`config.mk`:
```
export PLATFORM = sky130hd
export DESIGN_NAME = mem_lsu
export DESIGN_NICKNAME = d
export VERILOG_FILES = /design/src/rtl/mem_lsu.sv
export SDC_FILE = /design/constraint.sdc
export NUM_CORES = 1
export LEC_CHECK = 0
export ABC_AREA = 1
export CORE_MARGIN = 3
export CORE_UTILIZATION = 44
export DETAILED_ROUTE_END_ITERATION = 6
export HOLD_SLACK_MARGIN = 0.02
export PLACE_DENSITY = 0.79
export SLEW_MARGIN = 0
export SYNTH_ARGS = -nofsm -noshare
export SYNTH_HDL_FRONTEND = slang
export SYNTH_SLANG_ARGS = --single-unit
```
`constraint.sdc`:
```
create_clock -name clk -period 6.3 [get_ports clk]
set_input_delay 1.89 -clock clk [delete_from_list [all_inputs] [get_ports clk]]
set_output_delay 1.89 -clock clk [all_outputs]
set_load 0.01 [all_outputs]
```
`src/rtl/mem_lsu.sv`:
```
// MEM stage: load/store unit on a req/gnt/rvalid data port.
// Lane steering, load extension, misalign and timeout reporting.
module mem_lsu #(
  parameter int TIMEOUT_CYCLES = 64,
  parameter int OPC_W          = 32
) (
  input  logic             clk,
  input  logic             rstl,
  input  logic             valid_exe_2_mem_i,
  output logic             ready_mem_2_exe_o,
  input  logic [OPC_W-1:0] opcode_exe_2_mem_i,
  input  logic [10:0]      rd_exe_2_mem_i,
  input  logic [31:0]      rd_data_exe_2_mem_i,
  input  logic [31:0]      mem_address_i,
  input  logic [31:0]      mem_data_i,
  output logic             dmem_req_o,
  output logic             dmem_we_o,
  output logic [31:0]      dmem_addr_o,
  output logic [3:0]       dmem_be_o,
  output logic [31:0]      dmem_wdata_o,
  input  logic             dmem_gnt_i,
  input  logic             dmem_rvalid_i,
  input  logic [31:0]      dmem_rdata_i,
  output logic             wb_valid_o,
  output logic             wb_we_o,
  output logic [10:0]      rd_mem_2_wb_o,
  output logic [31:0]      rd_data_mem_2_wb_o,
  output logic             misalign_o,
  output logic             bus_err_o
);

  localparam int CW = $clog2(TIMEOUT_CYCLES + 1);

  localparam logic [OPC_W-1:0] OP_LH  = OPC_W'(0);
  localparam logic [OPC_W-1:0] OP_LB  = OPC_W'(1);
  localparam logic [OPC_W-1:0] OP_LW  = OPC_W'(2);
  localparam logic [OPC_W-1:0] OP_LBU = OPC_W'(3);
  localparam logic [OPC_W-1:0] OP_LHU = OPC_W'(4);
  localparam logic [OPC_W-1:0] OP_SW  = OPC_W'(5);
  localparam logic [OPC_W-1:0] OP_SH  = OPC_W'(6);
  localparam logic [OPC_W-1:0] OP_SB  = OPC_W'(7);

  typedef enum logic [1:0] {IDLE, REQ, WAIT} state_t;

  state_t           state, state_next;
  logic [CW-1:0]    cnt;
  logic [OPC_W-1:0] op_q;
  logic [10:0]      rd_q;
  logic [1:0]       a_q;
  logic             is_ld, is_st, is_half, is_word;
  logic             is_mem, misal, accept, tmo;
  logic [3:0]       be_n;
  logic [31:0]      wdata_n;
  logic [7:0]       ld_b;
  logic [15:0]      ld_h;
  logic [31:0]      ld_data;

  assign ready_mem_2_exe_o = (state == IDLE);
  assign dmem_req_o        = (state == REQ);
  assign accept  = valid_exe_2_mem_i && (state == IDLE);
  assign is_mem  = is_ld | is_st;
  assign misal   = (is_half & mem_address_i[0])
                 | (is_word & |mem_address_i[1:0]);
  assign tmo     = (cnt == CW'(TIMEOUT_CYCLES - 1));

  // Opcode decode and store lane steering
  always_comb begin
    is_ld   = 1'b0;
    is_st   = 1'b0;
    is_half = 1'b0;
    is_word = 1'b0;
    be_n    = 4'b1111;
    wdata_n = mem_data_i;
    case (opcode_exe_2_mem_i)
      OP_LH, OP_LHU: begin
        is_ld   = 1'b1;
        is_half = 1'b1;
      end
      OP_LB, OP_LBU: is_ld = 1'b1;
      OP_LW: begin
        is_ld   = 1'b1;
        is_word = 1'b1;
      end
      OP_SW: begin
        is_st   = 1'b1;
        is_word = 1'b1;
      end
      OP_SH: begin
        is_st   = 1'b1;
        is_half = 1'b1;
        be_n    = mem_address_i[1] ? 4'b1100 : 4'b0011;
        wdata_n = {2{mem_data_i[15:0]}};
      end
      OP_SB: begin
        is_st   = 1'b1;
        be_n    = 4'b0001 << mem_address_i[1:0];
        wdata_n = {4{mem_data_i[7:0]}};
      end
      default: ;
    endcase
  end

  // Load lane extraction and extension
  always_comb begin
    ld_b = dmem_rdata_i[{a_q, 3'b000} +: 8];
    ld_h = dmem_rdata_i[{a_q[1], 4'b0000} +: 16];
    case (op_q)
      OP_LB:   ld_data = {{24{ld_b[7]}}, ld_b};
      OP_LBU:  ld_data = {24'd0, ld_b};
      OP_LH:   ld_data = {{16{ld_h[15]}}, ld_h};
      OP_LHU:  ld_data = {16'd0, ld_h};
      default: ld_data = dmem_rdata_i;
    endcase
  end

  // Next-state logic
  always_comb begin
    state_next = state;
    case (state)
      IDLE: if (accept && is_mem && !misal) state_next = REQ;
      REQ: begin
        if (dmem_gnt_i) state_next = dmem_we_o ? IDLE : WAIT;
        else if (tmo)   state_next = IDLE;
      end
      WAIT: if (dmem_rvalid_i || tmo) state_next = IDLE;
      default: state_next = IDLE;
    endcase
  end

  // State register
  always_ff @(posedge clk) begin
    if (rstl) state <= IDLE;
    else      state <= state_next;
  end

  // Request latch, timeout counter and writeback pulses
  always_ff @(posedge clk) begin
    if (rstl) begin
      cnt                <= '0;
      op_q               <= '0;
      rd_q               <= '0;
      a_q                <= '0;
      dmem_we_o          <= 1'b0;
      dmem_addr_o        <= '0;
      dmem_be_o          <= '0;
      dmem_wdata_o       <= '0;
      wb_valid_o         <= 1'b0;
      wb_we_o            <= 1'b0;
      rd_mem_2_wb_o      <= '0;
      rd_data_mem_2_wb_o <= '0;
      misalign_o         <= 1'b0;
      bus_err_o          <= 1'b0;
    end else begin
      wb_valid_o <= 1'b0;
      misalign_o <= 1'b0;
      bus_err_o  <= 1'b0;
      case (state)
        IDLE: if (accept) begin
          if (!is_mem) begin
            wb_valid_o         <= 1'b1;
            wb_we_o            <= (rd_exe_2_mem_i != 11'd0);
            rd_mem_2_wb_o      <= rd_exe_2_mem_i;
            rd_data_mem_2_wb_o <= rd_data_exe_2_mem_i;
          end else if (misal) begin
            misalign_o <= 1'b1;
          end else begin
            cnt          <= '0;
            op_q         <= opcode_exe_2_mem_i;
            rd_q         <= rd_exe_2_mem_i;
            a_q          <= mem_address_i[1:0];
            dmem_we_o    <= is_st;
            dmem_addr_o  <= {mem_address_i[31:2], 2'b00};
            dmem_be_o    <= be_n;
            dmem_wdata_o <= wdata_n;
          end
        end
        REQ: begin
          if (dmem_gnt_i) begin
            cnt <= '0;
            if (dmem_we_o) begin
              wb_valid_o         <= 1'b1;
              wb_we_o            <= 1'b0;
              rd_mem_2_wb_o      <= rd_q;
              rd_data_mem_2_wb_o <= '0;
            end
          end else if (tmo) begin
            bus_err_o <= 1'b1;
          end else begin
            cnt <= cnt + 1'b1;
          end
        end
        WAIT: begin
          if (dmem_rvalid_i) begin
            wb_valid_o         <= 1'b1;
            wb_we_o            <= (rd_q != 11'd0);
            rd_mem_2_wb_o      <= rd_q;
            rd_data_mem_2_wb_o <= ld_data;
          end else if (tmo) begin
            bus_err_o <= 1'b1;
          end else begin
            cnt <= cnt + 1'b1;
          end
        end
        default: ;
      endcase
    end
  end

endmodule

```
==> metrics.md <==
| Metric | Value |
|---|---|
| Number of cells after detailed placement | `1706` |
| Port Buffer Count | `291` |
| Post_cts resized | `0` |
| Number of inserted diodes | `0` |
| Launch instance of the worst min-delay path | `dmem_be_o[2]` |
| Worst slack, placed | `1.66 ns` |
| Number of gates on the worst path with buffers counted | `12` |
| Setup TNS | `0 ns` |
| Reg2Reg Launch Point | `op_q[2]` |
| Leakage | `approximately 5 nW` |
| Via count | `between 8000 and 9000` |
| Register cell area after layout | `0.00336 mm2` |
| DRC violations left | `0` |
| Worst vdd rail ir drop | `0.191 mV` |
| Pre-antenna DRT Iters | `5` |
| Count of standard-cell rows | `48` |
| Total length of routed wires | `25900 um` |
| Max transition margin | `0.235` |
| Number of endpoints with negative hold slack in the final report | `0` |
| TritonCTS buffer count | `17` |
| Crit Path Class | `in2reg` |
| Horizontal extent of the die | `141 um` |
| Half-perimeter wire length after placement | `between 15000 and 20000 um` |
| Area of the die | `0.0200 mm2` |
| Number of buffers between clock root and the deepest sink | `2` |
| Sort of element at the start of the critical path | `input port` |
| Critical-path top delay cell | `sky130_fd_sc_hd__nand3_1` |
| Number of setup buffers added after CTS | `0` |
| Final critical-path share of the clock period | `0.669` |
| Worst hold-check path type | `reg2reg` |
| Skew final | `approximately 0.012 ns` |
| Dominant cell type by area after synthesis | `sky130_fd_sc_hd__dfxtp_1` |
| Initial antenna violation count | `1` |
| Area occupied by multi-input gates | `0.00396 mm2` |
| Synthesis-to-finish area growth | `43.4%` |
| Largest incremental delay on the critical path | `0.62 ns` |
| Final global-route overflow total | `0` |
| Chip Height | `141 um` |
| Count of different cell masters after synthesis | `35` |
| Flop-to-flop setup slack | `between 3 and 4 ns` |
| Final Critical Period | `roughly 4.2 ns` |
| Vias in the first global route | `8273` |
| FF+latch count, synth | `168` |
| Synth top area cells | `sky130_fd_sc_hd__dfxtp_1 (42%), sky130_fd_sc_hd__nand2_1 (16%), sky130_fd_sc_hd__nor2_1 (8.8%)` |
| Root Buffer Master | `sky130_fd_sc_hd__clkbuf_16` |
| Total track usage | `0.251` |
| Worst hold path cell count | `2` |
| Area share of the leading cell type in the synthesized netlist | `0.416` |
| Number of buffers inserted by hold repair at cts | `0` |
| Number of filler cells placed in the layout | `1605` |
| I/O pins | `294` |
| DRT antenna net count | `0` |
| Synth Area per Inst | `6.45 um2` |
| Endpoint of the most critical register-to-register path | `rd_data_mem_2_wb_o[28]` |
| Sequence of cells on the critical path | `clkdlybuf4s50_1 > nor2_1 > nand2_1 > nor2_1 > nand2_1 > nor2_4 > o211ai_2 > nand2_2 > nand3_1 > buf_4 > nand3_1 > inv_1` |
| Share of post-route cells with drive strength above 1 | `0.0370` |
| Pin count of the biggest net entering global routing | `89` |
| Clock-pin slew reported for the worst setup and hold paths after clock tree synthesis | `0.06 ns` |
| Starting density of the core | `0.457` |
| Max H-tree Level | `4` |
| Sequential element share of the synthesized area | `0.416` |
| Slew at the pin with the worst max-slew slack | `1.14 ns` |
| Status | `finished clean` |
| Total of max-cap violations | `0` |
| Most frequent standard cell in the layout excluding fill and tap cells | `sky130_fd_sc_hd__nand2_1` |
| DR WL/cell | `14.9 um` |
| Routed vias/inst | `5.11` |
| DR iter-0 viols | `625` |
| Area of the mapped netlist | `0.00808 mm2` |
| Number of buffers and inverters on the critical path | `3` |
| Final worst-path setup slack | `2.09 ns` |
| Number of cells produced by synthesis | `1252` |
| Highest clock rate | `237 MHz` |
| Clock tree from TritonCTS | `yes` |
| Final instance count without filler cells | `1738` |
| Maximum fanout count along the critical path | `30` |
| Family with the most delay on the worst path | `simple AND/OR/NAND/NOR gates` |
| Core footprint | `0.0177 mm2` |
| Wire length of the first global-routing pass | `41200 um` |
| Setup repair after global routing missed its margin | `false` |
| Cell Area, Placed | `0.0110 mm2` |
| Final setup viols | `0` |
| Insertion delay of the later-clocked pin in the worst-skew pair | `0.42 ns` |
| Weighted congestion at the end of routability-driven global placement | `around 0.9` |
| Clock sinks | `168` |
| Cell area after layout | `0.0116 mm2` |
| Synth Warn # | `0` |
| Commonest cells after routing, fill and taps aside | `sky130_fd_sc_hd__nand2_1 (346), sky130_fd_sc_hd__clkdlybuf4s50_1 (290), sky130_fd_sc_hd__nor2_1 (189)` |
| Pins over their slew limit | `0` |
| Type of element capturing the critical path | `flop` |
| Final #Nets | `1681` |
| Number of cell instances on the worst register-to-register path | `9` |
| WP data arrival | `4.52 ns` |
| Required time reported for the critical path endpoint | `6.61 ns` |
| Cell area power density | `219 mW/mm2` |
| Hold Crit Endpoint | `dmem_be_o[2]` |
-- registers in the layout, summed over array words and instances, names as in the netlist, 2 cells and up --
name,cells
rd_data_mem_2_wb_o,32
dmem_wdata_o,32
state,2
dmem_addr_o,30
rd_q,11
a_q,2
op_q,32
dmem_be_o,4
cnt,7
rd_mem_2_wb_o,11
-- area by class of cell --
type                            instances  share of cell area
Clock buffer                           18              0.0379
Clock inverter                         14              0.0118
Inverter                              118              0.0382
Multi-Input combinational cell        897               0.342
Sequential cell                       168               0.290
Tap cell                              225              0.0243
Timing Repair Buffer                  298               0.256
-- worst min-delay path: cells and delay by family, from the launching register on --
kind                   cells  cell delay (ns)
buffers and inverters      1             0.05
DFF                        1             0.31
AOI/OAI and AO/OA          1             0.05
-- synth_stat cells (all sizes together) --
master   count
a211oi       1
a21boi       1
a21oi      127
a31oi        2
and2         1
buf         33
clkbuf      37
clkinv       1
conb         1
dfxtp      168
ha           5
inv        117
nand2      349
nand3       72
nand4       11
nor2       192
nor3         9
nor4         7
o2111ai      1
o211ai       2
o21a         3
o21ai      107
or2          2
xnor2        1
xor2         2
-- power breakdown --
group / internal [mW] / switching (mW) / total, mW / leakage (nW)
Clock: 0.565 / 0.457 / 1.02 / 0.274
Sequential: 1.10 / 0.0186 / 1.12 / 1.36
Combinational: 0.210 / 0.190 / 0.400 / 3.32
-- how the worst max path moves through the flow --
stage / to / start
6_report: op_q[20] / opcode_exe_2_mem_i[24]
5_1_grt: op_q[4] / opcode_exe_2_mem_i[30]
4_1_cts: dmem_wdata_o[15] / opcode_exe_2_mem_i[24]
3_5_place_dp: dmem_wdata_o[15] / opcode_exe_2_mem_i[24]
3_3_place_gp: dmem_wdata_o[15] / opcode_exe_2_mem_i[21]
2_1_floorplan: a_q[0] / opcode_exe_2_mem_i[24]
-- per-layer routing --
metal / vias to the layer above / share of wire / global-route usage
met5: - / 0.00050 / 0
met3: 42 / 0.099 / 0.0829
met4: 2 / 0.023 / 0.0843
met2: 365 / 0.46 / 0.406
li1: 4471 / - / -
met1: 4009 / 0.42 / 0.317
-- metrics by stage --
step | hold slack (ns) | utilization | total power [mW]
6_report | 0.447 | 0.656 | 2.54
5_1_grt | 0.467 | 0.656 | 2.65
4_1_cts | 0.451 | 0.656 | 2.56
3_5_place_dp | 0.435 | 0.623 | 1.54
3_3_place_gp | 0.429 | 0.623 | 1.53
2_1_floorplan | 0.433 | - | 1.31
-- logic make-up after synthesis --
kind of cell | synth area share
and+or+nand+nor | 0.321
AOI/OAI and AO/OA | 0.156
buffers and inverters | 0.0954
other | 0.000464
adders and majority gates | 0.00774
xor gates and xnor gates | 0.00325
DFF | 0.416
Power figures use the tool's default switching activity.
